===== config.mk =====
export PLATFORM = sky130hd
export DESIGN_NAME = video_in_pack
export DESIGN_NICKNAME = d
export VERILOG_FILES = /design/src/rtl/video_in_pkg.sv /design/src/rtl/video_in_fifo.sv /design/src/rtl/video_in_pack.sv
export SDC_FILE = /design/constraint.sdc
export NUM_CORES = 2
export LEC_CHECK = 0
export BUFFER_PORTS_ARGS = -buffer_cell sky130_fd_sc_hd__buf_2
export CAP_MARGIN = 20
export CORE_UTILIZATION = 50
export DETAILED_ROUTE_END_ITERATION = 8
export PLACE_DENSITY = 0.63
export REMOVE_ABC_BUFFERS = 1
export SYNTH_ARGS = -nofsm -noshare
export SYNTH_HDL_FRONTEND = slang
export SYNTH_HIERARCHICAL = 1
export SYNTH_SLANG_ARGS = --single-unit
export TNS_END_PERCENT = 30

===== constraint.sdc =====
create_clock -name clk -period 3.6 [get_ports clk]
set_clock_uncertainty 0.2 [all_clocks]
set_input_delay 0.36 -clock clk [delete_from_list [all_inputs] [get_ports clk]]
set_output_delay 0.36 -clock clk [all_outputs]
set_load 0.03 [all_outputs]

===== src/rtl/video_in_pkg.sv =====
// rtl/video_in_pkg.sv - shared types and default geometry for the video input path
package video_in_pkg;

  localparam int DEF_P_WIDTH    = 640;
  localparam int DEF_P_HEIGHT   = 480;
  localparam int DEF_FIFO_DEPTH = 64;
  localparam int DEF_NB_PACK    = 16;

  localparam int COL_W  = 10;
  localparam int LINE_W = 9;

  typedef enum logic [1:0] {
    WAIT_FRAME = 2'd0,
    WAIT_LINE  = 2'd1,
    IN_LINE    = 2'd2
  } state_e;

endpackage


===== src/rtl/video_in_fifo.sv =====
// rtl/video_in_fifo.sv - synchronous 32-bit word FIFO with registered read data and count
module video_in_fifo #(
  parameter int DEPTH = 64
) (
  input  logic                       clk,
  input  logic                       nRST,
  input  logic                       wr_en,
  input  logic [31:0]                wr_data,
  input  logic                       rd_en,
  output logic [31:0]                rd_data,
  output logic [$clog2(DEPTH):0]     count,
  output logic                       full,
  output logic                       empty
);

  localparam int AW = $clog2(DEPTH);
  localparam int CW = AW + 1;

  logic [31:0]   mem_q [DEPTH];
  logic [AW-1:0] wr_ptr_q, wr_ptr_d;
  logic [AW-1:0] rd_ptr_q, rd_ptr_d;
  logic [CW-1:0] count_q, count_d;
  logic [31:0]   rd_data_q, rd_data_d;
  logic          do_wr, do_rd;

  assign empty   = (count_q == '0);
  assign full    = (count_q == CW'(DEPTH));
  assign count   = count_q;
  assign rd_data = rd_data_q;

  // Pointer/count bookkeeping; a write on a full FIFO only lands if a read frees the slot
  always_comb begin
    do_rd     = rd_en && !empty;
    do_wr     = wr_en && (!full || do_rd);
    wr_ptr_d  = do_wr ? wr_ptr_q + AW'(1) : wr_ptr_q;
    rd_ptr_d  = do_rd ? rd_ptr_q + AW'(1) : rd_ptr_q;
    rd_data_d = do_rd ? mem_q[rd_ptr_q] : rd_data_q;
    count_d   = count_q;
    case ({do_wr, do_rd})
      2'b10:   count_d = count_q + CW'(1);
      2'b01:   count_d = count_q - CW'(1);
      default: count_d = count_q;
    endcase
  end

  // Word storage; contents need no reset because the count gates every read
  always_ff @(posedge clk) begin
    if (do_wr) mem_q[wr_ptr_q] <= wr_data;
  end

  // Control state register
  always_ff @(posedge clk or negedge nRST) begin
    if (!nRST) begin
      wr_ptr_q  <= '0;
      rd_ptr_q  <= '0;
      count_q   <= '0;
      rd_data_q <= '0;
    end else begin
      wr_ptr_q  <= wr_ptr_d;
      rd_ptr_q  <= rd_ptr_d;
      count_q   <= count_d;
      rd_data_q <= rd_data_d;
    end
  end

endmodule


===== src/rtl/video_in_pack.sv =====
// rtl/video_in_pack.sv - camera frame/line capture, 4-pixel packing and FIFO staging
module video_in_pack
  import video_in_pkg::*;
#(
  parameter int P_WIDTH    = DEF_P_WIDTH,
  parameter int P_HEIGHT   = DEF_P_HEIGHT,
  parameter int FIFO_DEPTH = DEF_FIFO_DEPTH,
  parameter int NB_PACK    = DEF_NB_PACK
) (
  input  logic        clk,
  input  logic        nRST,
  input  logic        frame_valid,
  input  logic        line_valid,
  input  logic [7:0]  pixel_in,
  input  logic        rd_en,
  output logic [31:0] data_fifo,
  output logic        nb_pack_available,
  output logic        frame_start,
  output logic        overflow,
  output logic        sync_err
);

  localparam int CW = $clog2(FIFO_DEPTH) + 1;
  localparam logic [COL_W-1:0]  WIDTH_C = COL_W'(P_WIDTH);
  localparam logic [LINE_W-1:0] LINES_C = LINE_W'(P_HEIGHT);

  state_e             state_q, state_d;
  logic               fv_prev_q, fv_prev_d;
  logic [COL_W-1:0]   col_q, col_d;
  logic [LINE_W-1:0]  line_q, line_d;
  logic [31:0]        pack_q, pack_d;
  logic               wr_en_q, wr_en_d;
  logic [31:0]        wr_data_q, wr_data_d;
  logic               frame_start_q, frame_start_d;
  logic               overflow_q, overflow_d;
  logic               sync_err_q, sync_err_d;
  logic               capture, drop;
  logic [CW-1:0]      fifo_count;
  logic               fifo_full, fifo_empty;

  video_in_fifo #(
    .DEPTH (FIFO_DEPTH)
  ) u_fifo (
    .clk     (clk),
    .nRST    (nRST),
    .wr_en   (wr_en_q),
    .wr_data (wr_data_q),
    .rd_en   (rd_en),
    .rd_data (data_fifo),
    .count   (fifo_count),
    .full    (fifo_full),
    .empty   (fifo_empty)
  );

  assign nb_pack_available = (fifo_count >= CW'(NB_PACK));
  assign frame_start       = frame_start_q;
  assign overflow          = overflow_q;
  assign sync_err          = sync_err_q;

  // Frame/line FSM, pixel packing and sticky error tracking
  always_comb begin
    state_d       = state_q;
    fv_prev_d     = frame_valid;
    col_d         = col_q;
    line_d        = line_q;
    pack_d        = pack_q;
    wr_en_d       = 1'b0;
    wr_data_d     = wr_data_q;
    frame_start_d = 1'b0;
    overflow_d    = overflow_q;
    sync_err_d    = sync_err_q;
    capture       = 1'b0;

    case (state_q)
      WAIT_FRAME: begin
        if (frame_valid && !fv_prev_q) begin
          state_d       = WAIT_LINE;
          frame_start_d = 1'b1;
          col_d         = '0;
          line_d        = '0;
          pack_d        = '0;
          overflow_d    = 1'b0;
          sync_err_d    = 1'b0;
        end
      end
      WAIT_LINE: begin
        if (!frame_valid) begin
          state_d = WAIT_FRAME;
          if (line_q != LINES_C) sync_err_d = 1'b1;
        end else if (line_valid) begin
          state_d = IN_LINE;
          capture = 1'b1;
        end
      end
      IN_LINE: begin
        if (line_valid) begin
          capture = 1'b1;
        end else begin
          // Line closed: any partial word is thrown away
          state_d = WAIT_LINE;
          if (col_q != WIDTH_C || col_q[1:0] != 2'd0) sync_err_d = 1'b1;
          col_d   = '0;
          pack_d  = '0;
          line_d  = line_q + LINE_W'(1);
        end
      end
      default: state_d = WAIT_FRAME;
    endcase

    if (capture) begin
      pack_d[{col_q[1:0], 3'b000} +: 8] = pixel_in;
      col_d = col_q + COL_W'(1);
      if (col_q[1:0] == 2'd3) begin
        wr_en_d   = 1'b1;
        wr_data_d = {pixel_in, pack_q[23:0]};
        pack_d    = '0;
      end
    end

    // A staged word is lost only when the FIFO is full and no read frees a slot
    drop = wr_en_q && fifo_full && !(rd_en && !fifo_empty);
    if (drop) overflow_d = 1'b1;
  end

  // State register; frame_valid history resets high so a frame already in flight is ignored
  always_ff @(posedge clk or negedge nRST) begin
    if (!nRST) begin
      state_q       <= WAIT_FRAME;
      fv_prev_q     <= 1'b1;
      col_q         <= '0;
      line_q        <= '0;
      pack_q        <= '0;
      wr_en_q       <= 1'b0;
      wr_data_q     <= '0;
      frame_start_q <= 1'b0;
      overflow_q    <= 1'b0;
      sync_err_q    <= 1'b0;
    end else begin
      state_q       <= state_d;
      fv_prev_q     <= fv_prev_d;
      col_q         <= col_d;
      line_q        <= line_d;
      pack_q        <= pack_d;
      wr_en_q       <= wr_en_d;
      wr_data_q     <= wr_data_d;
      frame_start_q <= frame_start_d;
      overflow_q    <= overflow_d;
      sync_err_q    <= sync_err_d;
    end
  end

endmodule


### After elaboration in Yosys (flattened, before gate mapping)

Memories as Yosys holds them, arrays and structs flattened. A register that Yosys moved wholly into a read port is not among the register bits.
Index checks and enable logic that the tools add are counted.
W data, S select, Z words.

| operators by class | value |
|---|---|
| add/subtract/negate cells | 7 |
| multipliers | 0 |
| divide/modulo/power cells | 0 |
| magnitude comparators | 1 |
| equal/unequal tests | 16 |
| shifts and indexed selects | 2 |
| multiplexer cells | 36 |
| bitwise operators | 0 |
| reduce and logical (&&, ||, !) cells | 27 |

Operators by type and width:

| kind | number |
|---|---|
| $mux W32 | 4 |
| $pmux W32 S2 | 1 |
| $bwmux W32 | 1 |
| $shift A8 B7 Y32 const A | 1 |
| $shiftx A8 B7 Y32 | 1 |
| $mux W10 | 3 |
| $pmux W10 S2 | 1 |
| $mux W9 | 2 |
| $pmux W9 S2 | 1 |
| $mux W1 | 15 |
| $pmux W7 S2 | 1 |
| $add A6 B1 Y6 const B | 2 |
| $add A10 B1 Y10 const B | 1 |
| $ne A10 B10 Y1 const B | 1 |
| $ne A2 B2 Y1 const B | 5 |
| $reduce_bool A2 Y1 | 5 |
| $add A9 B1 Y9 const B | 1 |
| $ne A3 B3 Y1 const B | 3 |
| $ne A9 B9 Y1 const B | 1 |
| $reduce_and A3 Y1 | 3 |
| $mux W2 | 4 |
| $add A7 B1 Y7 const B | 1 |
| $eq A7 B7 Y1 const B | 1 |
| $ge A7 B5 Y1 const B | 1 |
| 15 further kinds | 29 |

| storage, ports and cells | value |
|---|---|
| flip-flop bits (word level) | 109 |
| latch bits | 0 |
| memory bits (writable) | 2048 |
| memory bits (read-only) | 0 |
| input bits | 13 |
| word-level logic and storage cells | 103 |
| memories kept | 1 |

Memories:

| name | words | width | rd ports | clocked after memory_dff | wr ports | RTL line | text |
|---|---|---|---|---|---|---|---|
| u_fifo.mem_q | 64 | 32 | 1 | 1 | 1 | video_in_fifo.sv:19 | `logic [31:0] mem_q [DEPTH];` |

### Longest topological paths before layout

| depth | value |
|---|---|
| word-level depth | 7 |
| mapped depth | 12 |
| mapped depth without buffers | 11 |

### Modules after synthesis

Netlist, hierarchy kept.

Modules (own cells, without submodules):

| module | times used | cells an instance | area each (um^2) |
|---|---|---|---|
| video_in_fifo | 1 | 3622 | 80592.3 |
| video_in_pack | 1 | 291 | 3709.8 |

### Worst setup path before layout

Ideal clock, no wire load.

| timing path | value |
|---|---|
| kind | flip-flop to flip-flop |
| from | reg u_fifo.count_q[6] (netlist: u_fifo/count[6]) |
| to | mem u_fifo.mem_q[59][0], enable pin |
| setup time | 421 ps |
| arrival time | 2640 ps |
| required time | 2979 ps |
| path slack | 339 ps |
| cell stages (with the launch flop) | 6 |
| path buffers | 0 |
| path through | dfrtp_1 > inv_1 > o41a_1 > nor2b_1 > nand3_1 > nor2_1 |

| on the way | value |
|---|---|
| cells in the longest elaborated chain, start to end | 7 |

Ends and longest elaborated chain:

| item | RTL line | text |
|---|---|---|
| from (decl) | video_in_fifo.sv:22 | `logic [CW-1:0] count_q, count_d;` |
| from (signal assigned) | video_in_fifo.sv:61 | `count_q <= count_d;` |
| $logic_not A7 Y1 | video_in_fifo.sv:26 | `assign empty = (count_q == '0);` |
| $logic_not A1 Y1 | video_in_fifo.sv:33 | `do_rd = rd_en && !empty;` |
| $logic_and A1 B1 Y1 | video_in_fifo.sv:33 |  |
| $logic_or A1 B1 Y1 (*) | video_in_fifo.sv:34 | `do_wr = wr_en && (!full \|\| do_rd);` |
| $logic_and A1 B1 Y1 (*) | video_in_fifo.sv:34 |  |
| $mux W1 (*) | video_in_fifo.sv:48 | `if (do_wr) mem_q[wr_ptr_q] <= wr_data;` |
| $mux W1 (implied by the code) (*) | video_in_fifo.sv:48 |  |
| to (decl) | video_in_fifo.sv:19 |  |

Every way passes the cells marked *; elsewhere a longest branch is shown, timed or not.

### Final worst setup path

| timing path | value |
|---|---|
| from | reg u_fifo.count_q[6] (netlist: u_fifo/count[6]) |
| to | mem u_fifo.mem_q[33][12], enable pin |

The elaborated chain is that of the path after synthesis.

==> metrics.txt <==
first-pass GRT wire length=304,000 um; clock sinks=2,181; die height=413 um; total CTS buffers=~210; Tmin final=3.45 ns; Layout area overhead=15.1%; # IOs=49; CP cell instances=inv_1 -> o41a_1 -> nor2b_1 -> nand2_1 -> nor2_4 -> buf_4; run status=completed; Fin Hold WS=about 0.17 ns; Cell Area, Synth=0.0843 mm2; Initial Util=50.4%; leakage power=approximately 30 nW; worst path bufs/invs=2; most instantiated cells after synthesis=edfxtp_1, mux4_2, mux2i_1, dfrtp_1, nor2_1; dominant synthesized flop cell=edfxtp_1; RSZ-0062 raised after global routing=yes; final worst path period share=a little over nine tenths; CTS tree=built; chip width=413 um; Core Area=about 0.17 mm2; Pint=45.7 mW; Critical Path Source Type=flop; Arrival @ worst endpoint=between 3 and 4 ns; post-synth cell types=76; Max clock buf depth=3; placed cell count=around 6.2k; drt pass-1 iters=6; Worst path slowest cell=nor2_4; setup violators final=0; Yosys top cell by area=edfxtp_1; Post-Synthesis Cells=3,913; sequential cell fraction of total power=44.4%; vias=41.8k; Slew @ Worst Pin=about 1.1 ns; Worst Hold Class=input pin to flop; Clock Latency Late Sink=0.84 ns; top cell type's share of synthesized area=73.0%; crit-path max FO=22; post-route ant nets=0; Post-synth EDFFs=2,048; placed inst area=0.0896 mm2; share of layout cells above drive strength 1=28.7%; Synth Warn #=6; CP delay by family, top=simple AND/OR/NAND/NOR gates; Slew headroom=24.1%; vias in the first global route=41.8k; crit path capture type=flop; dpl ws=0.127 ns; end-of-flow core utilization=slightly below 60%; count leader, synth=edfxtp_1; Final Instance Area=0.0970 mm2; Fmax=290 MHz; worst vdd ir=897 uV; Worst EP required=between 3 and 4 ns; ranking of synthesized cells by area=edfxtp_1, mux4_2, dfrtp_1, mux2i_1, mux2_2; Final GP Congestion=0.807; Seq/Total Area, Yosys=76.9%; Clock Power Share=34.1%; Final WS setup=between 0.1 and 0.15 ns; pin count of the biggest net entering global routing=66; critical path's largest stage delay=0.86 ns; Fill cells=12.0k; Clock Pin Slew Worst Setup and Hold Paths=around 0.06 ns; setup repair bufs after CTS=0; final hold vios=0; DR iter-0 viols=4,827; Tot Pwr=64.2 mW; Via density=6.27; clock root buffer master=clkbuf_16; H-tree Lvls=4; switching share of power=28.8%; Async S/R FF share, synth=between 6 and 7%; Die Footprint=0.170 mm2; Cell Rows=150; setup total negative slack=0 ns; hpwl dp=126,000 um; Psw=about 18 mW; critical path type=flop to flop; routed len/inst=between 30 and 40 um; Remaining DRCs=0; Layout Nets=4,307; Post-Layout Cell Count=6,667; syn avg cell area=21.5 um2; GRT Total Usage=25.2%; Power Density=661 mW/mm2; Combinational Power Share=between 20% and 30%; IO buf count=48; MaxCap Viol Count=0; grt ovf=0; initial antenna violation count=2; register bit total from synthesis=2,181; WL final=212,000 um; final slew viol count=0
-- power by group through the flow --
stage | registers (mW) | logic, mW | clock network (mW)
final | 28.5 | 13.8 | 21.9
after global routing | 28.5 | 14.5 | 23.1
after CTS | 28.6 | 13.8 | 22.2
after detailed placement | 29.1 | 13.8 | 0
after global placement | 29.1 | 13.7 | 0
after floorplan | 29.9 | 4.71 | 0
-- state kept, by name, summed over array words and instances, names as in the netlist --
register         cells
col_q               10
frame_start          1
fv_prev_q            1
line_q               9
overflow             1
pack_q              24
state_q              2
sync_err             1
u_fifo/count         7
u_fifo/mem_q      2048
u_fifo/rd_data      32
u_fifo/rd_ptr_q      6
u_fifo/wr_ptr_q      6
wr_data_q           32
wr_en_q              1
-- cell type report --
cell class / count / area (um2) / share of cell area (%)
tap: 2204 / 2760 / 2.84
timing repair buffer: 361 / 3830 / 3.95
clock inverter: 110 / 1060 / 1.09
antenna: 1 / 2.50 / 0.00258
multi-input combinational: 1499 / 18600 / 19.2
clock buffer: 293 / 5830 / 6.01
inverter: 18 / 70.1 / 0.0722
sequential: 2181 / 64900 / 66.9
-- placed cells by master, fill, tap and decap left out, types with 15 or more instances in the layout --
master and instances:
a311oi_1 18, nand2_1 79, dfrtp_2 32, a21oi_1 70
clkinv_1 36, o21ai_0 38, mux2i_1 236, nor3_1 19
bufinv_16 15, ha_1 18, clkbuf_1 63, nor2_4 66
a22o_1 25, buf_12 91, nor2_1 50, o221ai_1 28
nor2b_1 17, a22oi_1 67, a221oi_1 18, edfxtp_1 2048
mux2_2 56, inv_1 17, clkbuf_16 216, clkinv_2 39
o22ai_1 33, buf_4 205, dfrtp_1 96, nand3_1 31
mux4_2 444, buf_2 47
-- worst min-delay path: stages --
cell,delay [ns]
dlygate4sd3_1,0.52
buf_2,0.17
a22o_1,0.14
-- what timing repair did --
item	in CTS	in global routing
setup endpoints to repair	0	18
endpoints found under the hold margin	199	0
resized for setup	0	1
hold buffers	15	0
-- worst paths after layout --
check                      slack [ns]                             end                           from  cells after the start
max                              0.15  u_fifo/mem_q[33][12]$_DFFE_PP_    u_fifo/count[6]$_DFFE_PN0P_                      6
min                              0.17            pack_q[18]$_DFF_PN0_                    pixel_in[2]                      3
max reg2reg                      0.15  u_fifo/mem_q[33][12]$_DFFE_PP_    u_fifo/count[6]$_DFFE_PN0P_                      6
min reg2reg                      0.30   u_fifo/rd_data[5]$_DFFE_PN0N_  u_fifo/rd_data[5]$_DFFE_PN0N_                      1
max in group asynchronous        2.37  u_fifo/rd_ptr_q[2]$_DFFE_PN0N_                           nRST                      4
min in group asynchronous        0.49           frame_start$_DFF_PN0_                           nRST                      4
-- kinds of logic after synthesis --
family                   after synthesis  synth area share (%)
AO/OA/AOI/OAI                        378                  3.21
XOR/XNOR                              15                 0.156
adder cells (fa/ha/maj)               19                 0.291
buffers and inverters                234                  1.65
flip-flops                          2181                  76.9
multiplexers                         750                  15.8
AND/OR/NAND/NOR                      336                  1.95
-- per-layer routing --
layer / up-vias / global-route usage [%] / routed length [um]
met1: 22600 / 36.6 / 89200
met2: 1734 / 40.0 / 103000
met3: 276 / 4.22 / 15600
li1: 17200 / - / -
met5: - / 0 / 0
met4: 0 / 6.55 / 4750
Power figures use the tool's default switching activity.
